$ cat src/rtl/prg_loader.sv
// Boot loader: streams an iNES image from a byte source into PRG (and optionally CHR) memory,
// holding the CPU in reset until done. Optional CHR write port: define PRG_LOADER_CHR_EN.
module prg_loader #(
  parameter int PRG_AW  = 15,
  parameter int CHR_AW  = 13,
  parameter int HDR_LEN = 16
) (
  input  logic              clk,
  input  logic              rst,
  input  logic              in_valid,
  input  logic [7:0]        in_data,
  output logic              in_ready,
  input  logic              reload,
  output logic              prg_we,
  output logic [PRG_AW-1:0] prg_addr,
  output logic [7:0]        prg_wdata,
`ifdef PRG_LOADER_CHR_EN
  output logic              chr_we,
  output logic [CHR_AW-1:0] chr_addr,
  output logic [7:0]        chr_wdata,
`endif
  output logic              cpu_rst,
  output logic              busy,
  output logic              done,
  output logic              error
);

  localparam int HW = (HDR_LEN > 1) ? $clog2(HDR_LEN) : 1;
  localparam logic [HW-1:0]     HDR_LAST  = HW'(HDR_LEN - 1);
  localparam logic [PRG_AW-1:0] PRG_HALF  = {1'b1, {(PRG_AW-1){1'b0}}};
  localparam logic [PRG_AW-1:0] PRG_LAST1 = {1'b0, {(PRG_AW-1){1'b1}}};
  localparam logic [PRG_AW-1:0] PRG_LAST2 = '1;
  localparam logic [CHR_AW-1:0] CHR_LAST  = '1;

  // S_FLUSH is an internal busy cycle so DONE starts only after the final write strobe.
  typedef enum logic [2:0] {
    S_HDR, S_PRG, S_MIRROR, S_CHR, S_FLUSH, S_DONE, S_ERR
  } state_t;

  state_t              state, nxt;
  logic [HW-1:0]       hdr_cnt, nxt_hdr_cnt;
  logic [PRG_AW-1:0]   prg_cnt, nxt_prg_cnt;
  logic [CHR_AW-1:0]   chr_cnt, nxt_chr_cnt;
  logic                prg_two, nxt_prg_two;
  logic                chr_one, nxt_chr_one;
  logic                nxt_prg_we;
  logic [PRG_AW-1:0]   nxt_prg_addr;
  logic [7:0]          nxt_prg_wdata;
`ifdef PRG_LOADER_CHR_EN
  logic                nxt_chr_we;
  logic [CHR_AW-1:0]   nxt_chr_addr;
  logic [7:0]          nxt_chr_wdata;
`endif
  logic                hs;

  assign in_ready = rst && (state == S_HDR || state == S_PRG || state == S_CHR);
  assign hs       = in_valid && in_ready;
  assign cpu_rst  = (state == S_DONE);
  assign done     = (state == S_DONE);
  assign error    = (state == S_ERR);
  assign busy     = !(state == S_DONE || state == S_ERR);

  always_comb begin
    nxt           = state;
    nxt_hdr_cnt   = hdr_cnt;
    nxt_prg_cnt   = prg_cnt;
    nxt_chr_cnt   = chr_cnt;
    nxt_prg_two   = prg_two;
    nxt_chr_one   = chr_one;
    nxt_prg_we    = 1'b0;
    nxt_prg_addr  = prg_addr;
    nxt_prg_wdata = prg_wdata;
`ifdef PRG_LOADER_CHR_EN
    nxt_chr_we    = 1'b0;
    nxt_chr_addr  = chr_addr;
    nxt_chr_wdata = chr_wdata;
`endif
    case (state)
      S_HDR: if (hs) begin
        nxt_hdr_cnt = hdr_cnt + 1'b1;
        case (hdr_cnt)
          HW'(0): if (in_data != 8'h4E) nxt = S_ERR;
          HW'(1): if (in_data != 8'h45) nxt = S_ERR;
          HW'(2): if (in_data != 8'h53) nxt = S_ERR;
          HW'(3): if (in_data != 8'h1A) nxt = S_ERR;
          HW'(4): begin
            if (in_data != 8'd1 && in_data != 8'd2) nxt = S_ERR;
            nxt_prg_two = (in_data == 8'd2);
          end
          HW'(5): begin
            if (in_data != 8'd0 && in_data != 8'd1) nxt = S_ERR;
            nxt_chr_one = (in_data == 8'd1);
          end
          HW'(6): if (in_data[2]) nxt = S_ERR;
          default: ;
        endcase
        if (hdr_cnt == HDR_LAST && nxt != S_ERR) begin
          nxt         = S_PRG;
          nxt_prg_cnt = '0;
        end
      end
      S_PRG: if (hs) begin
        nxt_prg_we    = 1'b1;
        nxt_prg_addr  = prg_cnt;
        nxt_prg_wdata = in_data;
        nxt_prg_cnt   = prg_cnt + 1'b1;
        if (!prg_two) nxt = S_MIRROR;
        else if (prg_cnt == PRG_LAST2) begin
          nxt         = chr_one ? S_CHR : S_FLUSH;
          nxt_chr_cnt = '0;
        end
      end
      S_MIRROR: begin
        nxt_prg_we   = 1'b1;
        nxt_prg_addr = prg_addr | PRG_HALF;
        if (prg_addr == PRG_LAST1) begin
          nxt         = chr_one ? S_CHR : S_FLUSH;
          nxt_chr_cnt = '0;
        end else begin
          nxt = S_PRG;
        end
      end
      S_CHR: if (hs) begin
`ifdef PRG_LOADER_CHR_EN
        nxt_chr_we    = 1'b1;
        nxt_chr_addr  = chr_cnt;
        nxt_chr_wdata = in_data;
`endif
        nxt_chr_cnt = chr_cnt + 1'b1;
        if (chr_cnt == CHR_LAST) nxt = S_FLUSH;
      end
      S_FLUSH: nxt = S_DONE;
      S_DONE, S_ERR: if (reload) begin
        nxt         = S_HDR;
        nxt_hdr_cnt = '0;
        nxt_prg_cnt = '0;
        nxt_chr_cnt = '0;
      end
      default: nxt = S_HDR;
    endcase
  end

  always_ff @(posedge clk) begin
    if (!rst) begin
      state     <= S_HDR;
      hdr_cnt   <= '0;
      prg_cnt   <= '0;
      chr_cnt   <= '0;
      prg_two   <= 1'b0;
      chr_one   <= 1'b0;
      prg_we    <= 1'b0;
      prg_addr  <= '0;
      prg_wdata <= '0;
`ifdef PRG_LOADER_CHR_EN
      chr_we    <= 1'b0;
      chr_addr  <= '0;
      chr_wdata <= '0;
`endif
    end else begin
      state     <= nxt;
      hdr_cnt   <= nxt_hdr_cnt;
      prg_cnt   <= nxt_prg_cnt;
      chr_cnt   <= nxt_chr_cnt;
      prg_two   <= nxt_prg_two;
      chr_one   <= nxt_chr_one;
      prg_we    <= nxt_prg_we;
      prg_addr  <= nxt_prg_addr;
      prg_wdata <= nxt_prg_wdata;
`ifdef PRG_LOADER_CHR_EN
      chr_we    <= nxt_chr_we;
      chr_addr  <= nxt_chr_addr;
      chr_wdata <= nxt_chr_wdata;
`endif
    end
  end

endmodule

$ cat config.mk
export PLATFORM = sky130hd
export DESIGN_NAME = prg_loader
export DESIGN_NICKNAME = d
export VERILOG_FILES = /design/src/rtl/prg_loader.sv
export SDC_FILE = /design/constraint.sdc
export NUM_CORES = 1
export LEC_CHECK = 0
export BUFFER_PORTS_ARGS = -buffer_cell sky130_fd_sc_hd__buf_2
export CORE_MARGIN = 1.5
export CORE_UTILIZATION = 58
export DETAILED_ROUTE_END_ITERATION = 7
export PLACE_DENSITY = 0.8
export SYNTH_ARGS = -nofsm -noshare
export SYNTH_HDL_FRONTEND = slang
export SYNTH_SLANG_ARGS = --single-unit
$ cat constraint.sdc
create_clock -name clk -period 2.7 [get_ports clk]
set_input_delay 0.81 -clock clk [delete_from_list [all_inputs] [get_ports clk]]
set_output_delay 0.81 -clock clk [all_outputs]
set_load 0.005 [all_outputs]
# After elaboration in Yosys (flattened, before gate mapping)

Cells that the tools add are included.

$add $sub $neg: 3
Equality and inequality tests: 35
Multiplexer cells: 40
Bitwise gates (word level): 1
Reduce and logical (&&, ||, !) cells: 26

Operators with widths:

| kind                  | count |
|---|---|
| $mux 13               | 6 |
| $mux 15               | 5 |
| $mux 3                | 19 |
| $pmux 13 s4           | 1 |
| $pmux 15 s3           | 1 |
| $pmux 15 s2           | 1 |
| $ne 8x7->1 const B    | 3 |
| $pmux 3 s7            | 1 |
| $pmux 3 s6            | 1 |
| $add 15x1->15 const B | 1 |
| $eq 15x14->1 const B  | 1 |
| $eq 15x15->1 const B  | 1 |
| $add 13x1->13 const B | 1 |
| $eq 13x13->1 const B  | 1 |
| $eq 4x3->1 const B    | 3 |
| $ne 2x2->1 const B    | 6 |
| $reduce_and 3->1      | 4 |
| $eq 3x3->1 const B    | 3 |
| $eq 4x2->1 const B    | 2 |
| $eq 8x1->1 const B    | 1 |
| $eq 8x2->1 const B    | 1 |
| $mux 4                | 2 |
| $ne 8x1->1 const B    | 1 |
| $ne 8x2->1 const B    | 1 |
| other kinds (27)      | 38 |

Register bits after elaboration: 61
Input bits: 12
Output and inout port bits: 29
Word-level logic and storage cells: 115

# Longest topological paths before layout

Word-level depth: 12
Depth in mapped cells: 9
Gate-level depth less buffers: 7

# Least setup slack after synthesis

No wires, ideal clock.

Path type: in2reg
Start point: in reload
End point: reg chr_cnt[10]
Setup time: 0.070 ns
Arrival: 2.362 ns
Required time: 2.630 ns
Slack: 0.268 ns
Stages on the path: 6
Path buffers: 1
Cell sequence: a21bo_2 -> a221o_1 -> a211o_4 -> buf_6 -> or4_1 -> a21oi_1

Word-level cells in the longest chain between the ends: 2

Ends and longest elaborated chain:

| item                       | line | text |
|---|---|---|
| start, declared            | 13   | `input logic reload,` |
| $ne 2x2->1 (no line)       | --   |  |
| $reduce_and 7->1 (no line) | --   |  |
| end signal, assigned       | 163  | `chr_cnt <= nxt_chr_cnt;` |
| end, declared              | 43   | `logic [CHR_AW-1:0] chr_cnt, nxt_chr_cnt;` |

No other way between the ends.
A chain may end at the register's enable or synchronous reset.

# Worst setup path after layout

Start point: reg state[0]
End point: out busy

Word-level cells in the longest chain between the ends: 3
Elaborated cells between the ends (all ways): 4
Classes of those cells: eq/ne (2); reduce/logical (2)

Ends and longest elaborated chain:

| item                   | line | text |
|---|---|---|
| start, declared        | 40   | `state_t state, nxt;` |
| start signal, assigned | 160  | `state <= nxt;` |
| $eq 3x3->1             | 61   | `assign busy = !(state == S_DONE \|\| state == S_ERR);` |
| $logic_or 1x1->1 (*)   | 61   |  |
| $logic_not 1->1 (*)    | 61   |  |
| end, declared          | 23   | `output logic busy,` |

Every way passes the cells marked *; elsewhere a longest branch is shown, timed or not.

==> metrics.md <==
| Metric | Value |
|---|---|
| Syn_nets | `453` |
| Endpoint class of the critical path | `primary output` |
| Routed wire length per instance | `15.4 microns` |
| TNS Setup | `0 ps` |
| Synthesized flop and latch total | `61` |
| Largest net degree at the start of global routing | `39` |
| Worst hold-check path type | `flip-flop to flip-flop` |
| Critical path class | `flip-flop to primary output` |
| Via/cell ratio | `6.24` |
| Area occupied by registers | `1220 sq um` |
| Dominant cell type by area after synthesis | `dfxtp_1` |
| First drt pass iteration count | `5` |
| Worst slew pin tran | `689 ps` |
| WP data arrival | `1730 ps` |
| Clock Path Buffers | `2` |
| CTS Buf Count | `9` |
| MaxCap Viol Count | `0` |
| DP HPWL | `5.73 mm` |
| Detail Route Antenna Nets | `0` |
| Final Net Count | `493` |
| Combinational power share | `35.6%` |
| Post-synth EDFFs | `0` |
| # fillers | `466` |
| Worst-skew pair later-pin latency | `350 ps` |
| # clock sinks | `61` |
| Final setup skew | `7.26 ps` |
| FF-to-FF Start | `prg_addr[0]$_SDFFE_PN0P_` |
| FP Rows | `27` |
| Via count | `3,443` |
| Share of layout cells above drive strength 1 | `18.1%` |
| Synth warnings | `0` |
| Die area | `6200 sq um` |
| DRC violation total after the first TritonRoute iteration | `288` |
| Slew margin rel. | `54.0%` |
| FFs w/ async S/R, synth | `0%` |
| VDD IR max | `0.000491 V` |
| Prevailing post-synth register cell | `dfxtp_1` |
| Final Instance Area | `3820 sq um` |
| F_max | `0.394 GHz` |
| Vias in the first global route | `3,064` |
| Ports | `41` |
| Final WL | `8.50 mm` |
| Final slew viol count | `0` |
| Gate Count Post-Synth | `435` |
| Setup violations, final | `0` |
| First-pass GRT wire length | `14.2 mm` |
| Sw Share | `39.3%` |
| Leakage | `1.35 nW` |
| Postcts setup bufs | `0` |
| Ranking of synthesized cells by area | `dfxtp_1, a21oi_1, nand2_1` |
| Crit path from | `state[0]$_SDFFE_PN0P_` |
| Sequential fraction of the synthesis area | `36.7%` |
| Int Power | `0.00171 W` |
| Switching pwr | `0.00111 W` |
| Clock power share | `27.2%` |
| Outcome | `finished, final reports clean` |
| Worst EP required | `1890 ps` |
| Hold Worst Slack | `454 ps` |
| Chip height | `78.8 microns` |
| Inserted Diodes | `0` |
| Multi-input gate area | `1930 sq um` |
| Seq pwr share | `37.2%` |
| Core ar. | `5510 sq um` |
| Clk root buf | `clkbuf_8` |
| Final hold vios | `0` |
| Area Growth Syn to Fin | `14.7%` |
| Critical path launch point type | `flip-flop` |
| CTS clock-pin slew for the worst setup and hold paths | `70 ps` |
| DRC viols | `0` |
| Die Span X | `78.8 microns` |
| Top cell type's share of synthesized area | `36.7%` |
| Initial Util | `60.4%` |
| Dpl cell area | `3630 sq um` |
| PD cells | `738 nW/um^2` |
| Total congestion overflow | `0` |
| Syn_area_per_cell | `7.65 sq um` |
| H-tree Lvls | `3` |
| CTS tree | `yes` |
| Flop2flop setup slack | `300 ps` |
| Initial antenna violation count | `0` |
| Mapped Area | `3330 sq um` |
| Period utilisation layout | `93.9%` |
| Gr usage total | `29.2%` |
| Library cells used by synthesis | `57` |
| Min-delay src | `prg_wdata[7]$_SDFFE_PN0P_` |
| RSZ-0062 raised after global routing | `false` |
| Worst Path Max Fanout | `14` |
| Tmin final | `2540 ps` |
| Port Buffer Count | `40` |
| Routability Congestion | `0.858` |
-- metrics by stage --
stage | util [%] | worst slack (ps) | power [W] | cells
3_5_place_dp | 65.9 | 98.2 | 0.00204 | 536
3_3_place_gp | 65.9 | 173 | 0.00202 | 536
4_1_cts | 69.3 | 92.8 | 0.00280 | 552
5_1_grt | 69.3 | 32.8 | 0.00298 | 552
6_report | 69.3 | 165 | 0.00281 | 552
2_1_floorplan | - | 268 | 0.00176 | 435
-- cell families after synthesis --
| kind of cell | Yosys count | synth area share (%) |
|---|---|---|
| and+or+nand+nor | 187 | 29.3 |
| AOI/OAI and AO/OA | 136 | 25.8 |
| DFF | 61 | 36.7 |
| buffers and inverters | 42 | 5.19 |
| adders and majority gates | 6 | 2.26 |
| xor gates and xnor gates | 3 | 0.790 |
-- cell type report --
cell class / instances / share of cell area (%)
multi-input combinational: 332 / 50.7
sequential: 61 / 32.0
timing repair buffer: 58 / 8.79
clock buffer: 11 / 3.97
tap: 72 / 2.36
inverter: 13 / 1.28
clock inverter: 5 / 0.885
-- critical path: stages (launching register included) --
cell and delay (ps):
dfxtp_1 620, xor2_1 460, nand2_1 140, buf_2 150
-- per-layer routing --
layer | wire length [microns] | track usage [%]
met5 | 0 | 0
met4 | 210 | 13.8
met3 | 509 | 5.98
met2 | 3980 | 48.4
met1 | 3800 | 36.4
-- worst paths after layout --
path	endpoint	cells after the start
max	busy	3
min	prg_wdata[7]$_SDFFE_PN0P_	2
max reg2reg	chr_cnt[8]$_SDFFE_PN0P_	5
min reg2reg	prg_wdata[7]$_SDFFE_PN0P_	2
-- layout by cell type, fill, tap and decap left out, types with 3 or more instances in the layout --
cell / n
and3_1: 4
buf_2: 40
nand3_1: 31
nor4_1: 4
o211ai_1: 3
nor2_1: 18
or3_1: 3
a21o_1: 3
inv_1: 13
clkbuf_8: 11
buf_4: 18
a211oi_1: 4
o31ai_1: 13
and2_1: 3
ha_1: 6
o41ai_1: 3
nand4_1: 13
a31oi_1: 8
o21ai_0: 20
nor2b_1: 8
or4_1: 12
nand2_1: 64
dfxtp_1: 60
a21oi_1: 59
nor3_1: 9
nand4b_1: 3
-- flip-flops by register name, summed over array words and instances (netlist names) --
signal	flops
prg_wdata	8
prg_we	1
chr_cnt	13
state	3
prg_two	1
prg_cnt	15
chr_one	1
prg_addr	15
hdr_cnt	4
-- cells in the mapped netlist, drive strengths merged, types with 2 or more instances --
library cell,n
xnor2,2
a32oi,2
nand2,64
inv,13
or2,2
a21oi,59
a32o,2
nor2b,8
dfxtp,61
o31ai,14
or4,12
or3,3
ha,6
a31o,2
clkbuf,23
o211ai,3
a31oi,8
o41ai,3
buf,6
and2,3
a22oi,2
nand4,13
nor2,18
nand4b,3
nand2b,2
o32ai,2
nand3,31
and3,4
or4b,3
a21o,3
nor3,9
and4,2
nor4,4
nand3b,2
o21ai,20
a311oi,2
a211oi,4
-- power by group through the flow --
stage	registers (W)	clock network, W	logic, W
6_report	0.00105	0.000765	0.00100
5_1_grt	0.00106	0.000818	0.00111
4_1_cts	0.00104	0.000777	0.000988
3_5_place_dp	0.00106	0	0.000977
3_3_place_gp	0.00106	0	0.000961
2_1_floorplan	0.00101	0	0.000758
-- what timing repair did --
item / 4_1_cts / 5_1_grt
setup endpoints to repair: 0 / 1
hold buffers: 0 / 0
resized for setup: 0 / 1
No activity file was read; power rests on OpenSTA's default activity.
